[src/rtl/count_seq_pkg.sv]
// rtl/count_seq_pkg.sv - state encoding and error codes shared by count_sequencer and its bench
package count_seq_pkg;

  typedef enum logic [2:0] {
    IDLE,
    ISSUE,
    WAIT_END,
    GAP,
    FINISH
  } state_e;

  typedef logic [1:0] err_code_t;

  localparam err_code_t ERR_NONE    = 2'd0;
  localparam err_code_t ERR_COUNT   = 2'd1;
  localparam err_code_t ERR_VALUE   = 2'd2;
  localparam err_code_t ERR_TIMEOUT = 2'd3;

endpackage

[src/rtl/seq_timeout.sv]
// rtl/seq_timeout.sv - per-run watchdog; expired is high on the TIMEOUT_CYCLES-th enabled cycle since clear
module seq_timeout #(
  parameter int TIMEOUT_CYCLES = 1023
) (
  input  logic clock,
  input  logic reset,
  input  logic clear,
  input  logic enable,
  output logic expired
);

  localparam int TW = $clog2(TIMEOUT_CYCLES + 1);

  logic [TW-1:0] count_q, count_d;

  assign expired = enable && (count_q == TW'(TIMEOUT_CYCLES - 1));

  always_comb begin
    count_d = count_q;
    if (clear) begin
      count_d = '0;
    end else if (enable && !expired) begin
      count_d = count_q + 1'b1;
    end
  end

  always_ff @(posedge clock) begin
    if (reset) begin
      count_q <= '0;
    end else begin
      count_q <= count_d;
    end
  end

endmodule

[src/rtl/count_sequencer.sv]
// rtl/count_sequencer.sv - issues batches of counter start pulses and checks each run; watchdog under COUNT_SEQUENCER_TIMEOUT_EN
module count_sequencer
  import count_seq_pkg::*;
#(
  parameter int                      COUNTER_SIZE     = 8,
  parameter logic [COUNTER_SIZE-1:0] STOP_VALUE       = 8'hFF,
  parameter int                      EXPECTED_ENABLED = 256,
  parameter int                      RUN_COUNT_WIDTH  = 8,
  parameter int                      TIMEOUT_CYCLES   = 1023
) (
  input  logic                       clock,
  input  logic                       reset,
  input  logic                       go,
  input  logic [RUN_COUNT_WIDTH-1:0] runs,
  input  logic                       done_in,
  input  logic                       enabled_in,
  input  logic [COUNTER_SIZE-1:0]    value_in,
  output logic                       start,
  output logic                       busy,
  output logic                       batch_done,
  output logic                       error,
  output logic [1:0]                 error_code,
  output logic [RUN_COUNT_WIDTH-1:0] run_index
);

  localparam int              EN_W   = $clog2(EXPECTED_ENABLED) + 1;
  localparam logic [EN_W-1:0] EN_MAX = '1;

  state_e                     state_q, state_d;
  logic [RUN_COUNT_WIDTH-1:0] runs_q, runs_d;
  logic [RUN_COUNT_WIDTH-1:0] run_index_q, run_index_d;
  logic [EN_W-1:0]            en_cnt_q, en_cnt_d;
  logic                       error_q, error_d;
  err_code_t                  error_code_q, error_code_d;
  logic                       start_q, busy_q, batch_done_q;

  logic                       run_end;
  logic                       record;
  err_code_t                  record_code;
  logic                       timer_expired;

`ifdef COUNT_SEQUENCER_TIMEOUT_EN
  logic timer_clear, timer_en;

  assign timer_clear = (state_q == ISSUE);
  assign timer_en    = (state_q == WAIT_END) || (state_q == GAP);

  seq_timeout #(
    .TIMEOUT_CYCLES(TIMEOUT_CYCLES)
  ) u_timeout (
    .clock  (clock),
    .reset  (reset),
    .clear  (timer_clear),
    .enable (timer_en),
    .expired(timer_expired)
  );
`else
  assign timer_expired = 1'b0;
`endif

  // done with enabled still high is the last counting cycle, not the end of the run
  assign run_end = done_in && !enabled_in;

  always_comb begin
    state_d      = state_q;
    runs_d       = runs_q;
    run_index_d  = run_index_q;
    en_cnt_d     = en_cnt_q;
    error_d      = error_q;
    error_code_d = error_code_q;
    record       = 1'b0;
    record_code  = ERR_NONE;

    case (state_q)
      IDLE: begin
        if (go) begin
          runs_d       = runs;
          run_index_d  = '0;
          error_d      = 1'b0;
          error_code_d = ERR_NONE;
          state_d      = (runs != '0) ? ISSUE : FINISH;
        end
      end
      ISSUE: begin
        en_cnt_d = '0;
        state_d  = WAIT_END;
      end
      WAIT_END: begin
        if (run_end) begin
          state_d = GAP;
          if (en_cnt_q != EN_W'(EXPECTED_ENABLED)) begin
            record      = 1'b1;
            record_code = ERR_COUNT;
          end else if (value_in != STOP_VALUE) begin
            record      = 1'b1;
            record_code = ERR_VALUE;
          end
        end else begin
          if (enabled_in && (en_cnt_q != EN_MAX)) begin
            en_cnt_d = en_cnt_q + 1'b1;
          end
          if (timer_expired) begin
            record      = 1'b1;
            record_code = ERR_TIMEOUT;
            state_d     = FINISH;
          end
        end
      end
      GAP: begin
        if (!done_in) begin
          if (run_index_q == runs_q - 1'b1) begin
            state_d = FINISH;
          end else begin
            run_index_d = run_index_q + 1'b1;
            state_d     = ISSUE;
          end
        end else if (timer_expired) begin
          record      = 1'b1;
          record_code = ERR_TIMEOUT;
          state_d     = FINISH;
        end
      end
      FINISH: begin
        state_d = IDLE;
      end
      default: begin
        state_d = IDLE;
      end
    endcase

    // only the first error of a batch is kept
    if (record && !error_q) begin
      error_d      = 1'b1;
      error_code_d = record_code;
    end
  end

  always_ff @(posedge clock) begin
    if (reset) begin
      state_q      <= IDLE;
      runs_q       <= '0;
      run_index_q  <= '0;
      en_cnt_q     <= '0;
      error_q      <= 1'b0;
      error_code_q <= ERR_NONE;
      start_q      <= 1'b0;
      busy_q       <= 1'b0;
      batch_done_q <= 1'b0;
    end else begin
      state_q      <= state_d;
      runs_q       <= runs_d;
      run_index_q  <= run_index_d;
      en_cnt_q     <= en_cnt_d;
      error_q      <= error_d;
      error_code_q <= error_code_d;
      start_q      <= (state_q == ISSUE);
      busy_q       <= (state_q == ISSUE) || (state_q == WAIT_END) || (state_q == GAP);
      batch_done_q <= (state_q == FINISH);
    end
  end

  assign start      = start_q;
  assign busy       = busy_q;
  assign batch_done = batch_done_q;
  assign error      = error_q;
  assign error_code = error_code_q;
  assign run_index  = run_index_q;

endmodule

[config.mk]
export PLATFORM = sky130hd
export DESIGN_NAME = count_sequencer
export DESIGN_NICKNAME = d
export VERILOG_FILES = /design/src/rtl/count_seq_pkg.sv /design/src/rtl/seq_timeout.sv /design/src/rtl/count_sequencer.sv
export SDC_FILE = /design/constraint.sdc
export NUM_CORES = 1
export LEC_CHECK = 0
export BUFFER_PORTS_ARGS = -buffer_cell sky130_fd_sc_hd__buf_4
export CAP_MARGIN = 10
export CELL_PAD_IN_SITES_DETAIL_PLACEMENT = 2
export CELL_PAD_IN_SITES_GLOBAL_PLACEMENT = 2
export CORE_MARGIN = 3
export CORE_UTILIZATION = 34
export CTS_BUF_LIST = sky130_fd_sc_hd__clkbuf_16
export DETAILED_ROUTE_END_ITERATION = 12
export PLACE_DENSITY = 0.89
export SYNTH_ARGS = -nofsm -noshare
export SYNTH_HDL_FRONTEND = slang
export SYNTH_HIERARCHICAL = 1
export SYNTH_SLANG_ARGS = --single-unit
[constraint.sdc]
create_clock -name clock -period 6.9 [get_ports clock]
set_clock_uncertainty 0.15 [all_clocks]
set_input_delay 0.69 -clock clock [delete_from_list [all_inputs] [get_ports clock]]
set_output_delay 0.69 -clock clock [all_outputs]
set_load 0.02 [all_outputs]
# Word level (Yosys, flattened, before mapping)
# Index checks and enable logic that the tools add are counted.
# op_classes
n_addsub,3
eq_ne,14
mux,27
n_reduce_logical,18
# op_table
op,n
$mux 8,3
$mux 9,2
$ne 9x9->1 const B,2
$pmux 9 s2,1
$pmux 8 s2,1
$mux 3,5
$mux 2,7
$ne 2x2->1 const B,6
$pmux 3 s4,1
$add 9x1->9 const B,1
$add 8x1->8 const B,1
$eq 8x8->1,1
$ne 8x8->1 const B,1
$reduce_bool 2->1,4
$reduce_bool 8->1,1
$sub 8x1->8 const B,1
$mux 1,7
$eq 3x2->1 const B,2
$reduce_and 3->1,2
$reduce_and 2->1,2
$reduce_and 4->1,1
$eq 3x1->1 const B,1
$eq 3x3->1 const B,1
$logic_and 1x1->1,3
other kinds (3),5
# word_totals
register_bits,34
inputBits,21
out_inout_bits,14
word_cells,71

# Depth between registers and ports, before layout
# logic_depth
depth_word,8
ltp_mapped,9
depth_no_buf,9

# Worst setup path after synthesis
# Ideal clock, no wire load.
# synth_timing
path_kind,reg-to-reg
from,register en_cnt_q[0]
to,register en_cnt_q[5]
setup_time_ns,0.071
arrival_time_ns,2.101
t_required_ns,6.679
setup_slack_ns,4.578
stages_incl_launch_ff,10
n_path_buf,0
period_less_slack_ns,2.322
cell_sequence,dfxtp_1 > ha_1 > nand3_1 > nor2_1 > ha_1 > nand4bb_1 > a21oi_1 > nand4_1 > or3_1 > a21oi_1
# synth_between
elab_chain_cells,4
elab_cells_between_ends,8
cone_classes,add/sub (1); eq/ne (2); mux (3); reduce/logical (2)
# synth_lines
item,line,source
"start, declared",count_sequencer.sv:32,"logic [EN_W-1:0] en_cnt_q, en_cnt_d;"
"start signal, assigned",count_sequencer.sv:153,en_cnt_q <= en_cnt_d;
$add 9x1->9 / $ne 9x9->1 (equally long branches),"count_sequencer.sv:100, count_sequencer.sv:99",
$mux 9 / $logic_and 1x1->1 (equally long branches),count_sequencer.sv:99,if (enabled_in && (en_cnt_q != EN_MAX)) begin
$mux 9 / $ne 2x2->1 (equally long branches),--,
$pmux 9 s2 / $reduce_and 3->1 (equally long branches),--,
# Parallel ways exist; a longest one is shown, timed or not. The select of a mux whose other input is x is not followed.
# A chain may end at the register's enable or synchronous reset.

# Worst setup path in the final report
# layout_timing
from,register en_cnt_q[0]
to,register en_cnt_q[7]
# The elaborated chain is that of the path after synthesis.

==> impl_metrics.tcl <==
set metrics [dict create \
    outcome "finished, final reports clean" \
    slowest_stage "a21oi_1" \
    dr.pass1.iters 4 \
    place_hpwl_um 4190 \
    gr-total-overflow 0 \
    final.fill_count 603 \
    p_int_mw 0.391 \
    wl_per_cell_um 18.3 \
    cp_data_arrival_time_ns 2.76 \
    grt_pass1_wl_um 10000 \
    die_h_um 80.0 \
    clkSinkCount 34 \
    drc 0 \
    postCtsSetupRepairBufs 0 \
    ys_seq_area_share_pct 36.6 \
    setup.worst_path.start_class "flop" \
    power.leakage_nw 0.894 \
    synth_top_area_cell "dfxtp_1" \
    path_cells "ha_1, nand3_1, nor2_1, ha_1, nand4bb_1, a21oi_1, nand4_1, or3_1, a21oi_1" \
    grt_use_total_pct 20.2 \
    synth_top_area_share_pct 36.6 \
    via_per_inst 5.51 \
    clk_path_buf_depth 2 \
    slowest_delay_ns 0.57 \
    async_flop_share_pct 0 \
    nets 286 \
    critical_path_class "reg -> reg" \
    hold_class "reg -> reg" \
    finalMaxSlewViolations 0 \
    io_buffer_count 34 \
    highest_layer "met4" \
    syn_area_per_cell_um2 8.20 \
    slew_headroom_pct 54.9 \
    ant_nets 0 \
    worstPathRequired_ns 6.95 \
    yosysWarningCount 6 \
    finalHoldViolCount 0 \
    switching_share_pct 30.6 \
    clockRootBuffer "clkbuf_16" \
    coreArea_um2 5200 \
    maxClockFrequency_mhz 369 \
    tightest_slew_ns 0.677 \
    power_density_nw_per_um2 246 \
    p_sw_mw 0.172 \
    routabilityCongestion 0.796 \
    synth_nets 253 \
    synth_area_leaders "dfxtp_1, nand2_1, a21oi_1" \
    synth.distinct_cells 43 \
    synth_cells 227 \
    ctsHoldBuffers 0 \
    synthesis.area_um2 1860 \
    setup_tns_ns 0 \
    cp-end-kind "flop" \
    multiInputGateArea_um2 1090 \
    rsz0062_at_grt "false" \
    clkPwrFrac_pct 37.2 \
    dieArea_um2 6400 \
    fin_crit_sh_pct 39.3 \
    regArea_um2 681 \
    antenna_found_initial 0 \
    drive_above_1_share_pct 17.6 \
    final_common_cell "nand2_1" \
    diodes 0 \
    period_needed_ns 2.71 \
    boundaryPins 35 \
    grt_max_degree 25 \
    ctsResizeCount 0 \
    cap_violations 0 \
    cts_tree "yes" \
    met2WireLength_um 3140 \
    grt_pass1_vias 2005 \
    initialDrtViolationCount 84 \
    clk_pin_slew_worst_paths_ns 0.05 \
    ys_ff_latch 34 \
    initial_core_util_pct 35.7 \
    layout_common_cells "nand2_1, buf_4, dfxtp_1, a21oi_1, nor2_1" \
    dr_total_vias 1825 \
    routed_wirelength_um 6040 \
    die_x_um 80.0 \
    post-route-util_pct 44.0 \
    synthFlopType "dfxtp_1" \
    met1Wirelength_um 2670 \
    setup_viol 0 \
    path_max_fanout 9 \
    pwr-share-comb_pct 22.1 \
    htreeDepth 2 \
    cts_buffers 5 \
    seqPwrFrac_pct 40.7 \
    synthToLayoutAreaGrowth_pct 23.0 \
    vdd_drop_max_uv 110 \
    synth-edff-count 0 \
    worstSkewPairLatency_ns 0.27 \
    num_rows 26 \
    wl_met3_um 165 \
]
sequential cells by signal, summed over array words and instances, names as in the netlist:
register / flops
batch_done: 1
busy: 1
en_cnt_q: 9
error: 1
error_code: 2
run_index: 8
runs_q: 8
start: 1
state_q: 3
stage by stage:
| stage | total power [mW] | cell area (um^2) | worst slack, ns | std cells | hold slack [ns] |
|---|---|---|---|---|---|
| after floorplan | 0.315 | 1860 | 4.58 | 227 | 0.300 |
| after global placement | 0.347 | 2150 | 4.38 | 323 | 0.319 |
| after detailed placement | 0.353 | 2150 | 4.18 | 323 | 0.332 |
| after CTS | 0.567 | 2290 | 4.17 | 331 | 0.345 |
| after global routing | 0.594 | 2290 | 3.88 | 331 | 0.369 |
| final | 0.563 | 2290 | 4.19 | 331 | 0.345 |
power groups by stage:
stage	Sequential, mW	Combinational (mW)	Clock (mW)
CTS	0.229	0.125	0.213
global placement	0.231	0.117	0
detailed placement	0.233	0.120	0
global route	0.232	0.138	0.225
floorplan	0.228	0.0874	0
finish	0.229	0.124	0.209
critical path, delay by kind of cell (launching register included):
kind                       cells  cell delay [ns]
and+or+nand+nor                5             0.99
AOI/OAI and AO/OA              2             0.72
adders and majority gates      2             0.42
DFF                            1             0.35
synthesized netlist by cell type (4+ instances only):
library cell and number:
nor3_1 4, or3_1 4, nand4_1 8, and3_1 4, o21ai_0 5, xnor2_1 6
nand2_1 41, clkbuf_1 4, inv_1 7, nor4b_1 4, nand3_1 9, a21oi_1 23
ha_1 5, a2111o_1 5, dfxtp_1 34, nand2b_1 4, nor2_1 16, xor2_1 6
logic make-up after synthesis:
group | after synthesis | synth area share (%)
AOI/OAI and AO/OA | 45 | 16.7
xor gates and xnor gates | 12 | 5.65
adders and majority gates | 5 | 3.36
buffers and inverters | 16 | 4.57
DFF | 34 | 36.6
muxes | 3 | 1.61
and+or+nand+nor | 112 | 31.5
final timing paths:
| kind | from | endpoint | slack, ns | cells past startpoint |
|---|---|---|---|---|
| worst max register to register | en_cnt_q[0] | en_cnt_q[7] | 4.19 | 9 |
| worst min register to register | runs_q[7] | runs_q[7] | 0.35 | 2 |
| worst min-delay path | runs_q[7] | runs_q[7] | 0.35 | 2 |
| worst max-delay path | en_cnt_q[0] | en_cnt_q[7] | 4.19 | 9 |
routing by layer:
| layer | global-route usage [%] | vias to the layer above |
|---|---|---|
| met1 | 23.6 | 906 |
| met3 | 3.84 | 6 |
| met5 | 0 | - |
| met2 | 36.8 | 35 |
| li1 | - | 878 |
| met4 | 6.08 | 0 |
layout make-up:
cell class                 instances  area share, %
tap                               70           3.83
inverter                           7           1.15
clock buffer                       5           5.47
timing repair buffer              35           11.5
sequential                        34           29.7
clock inverter                     3          0.492
multi-input combinational        177           47.8
Note: power is estimated with default switching activity, not from simulation.
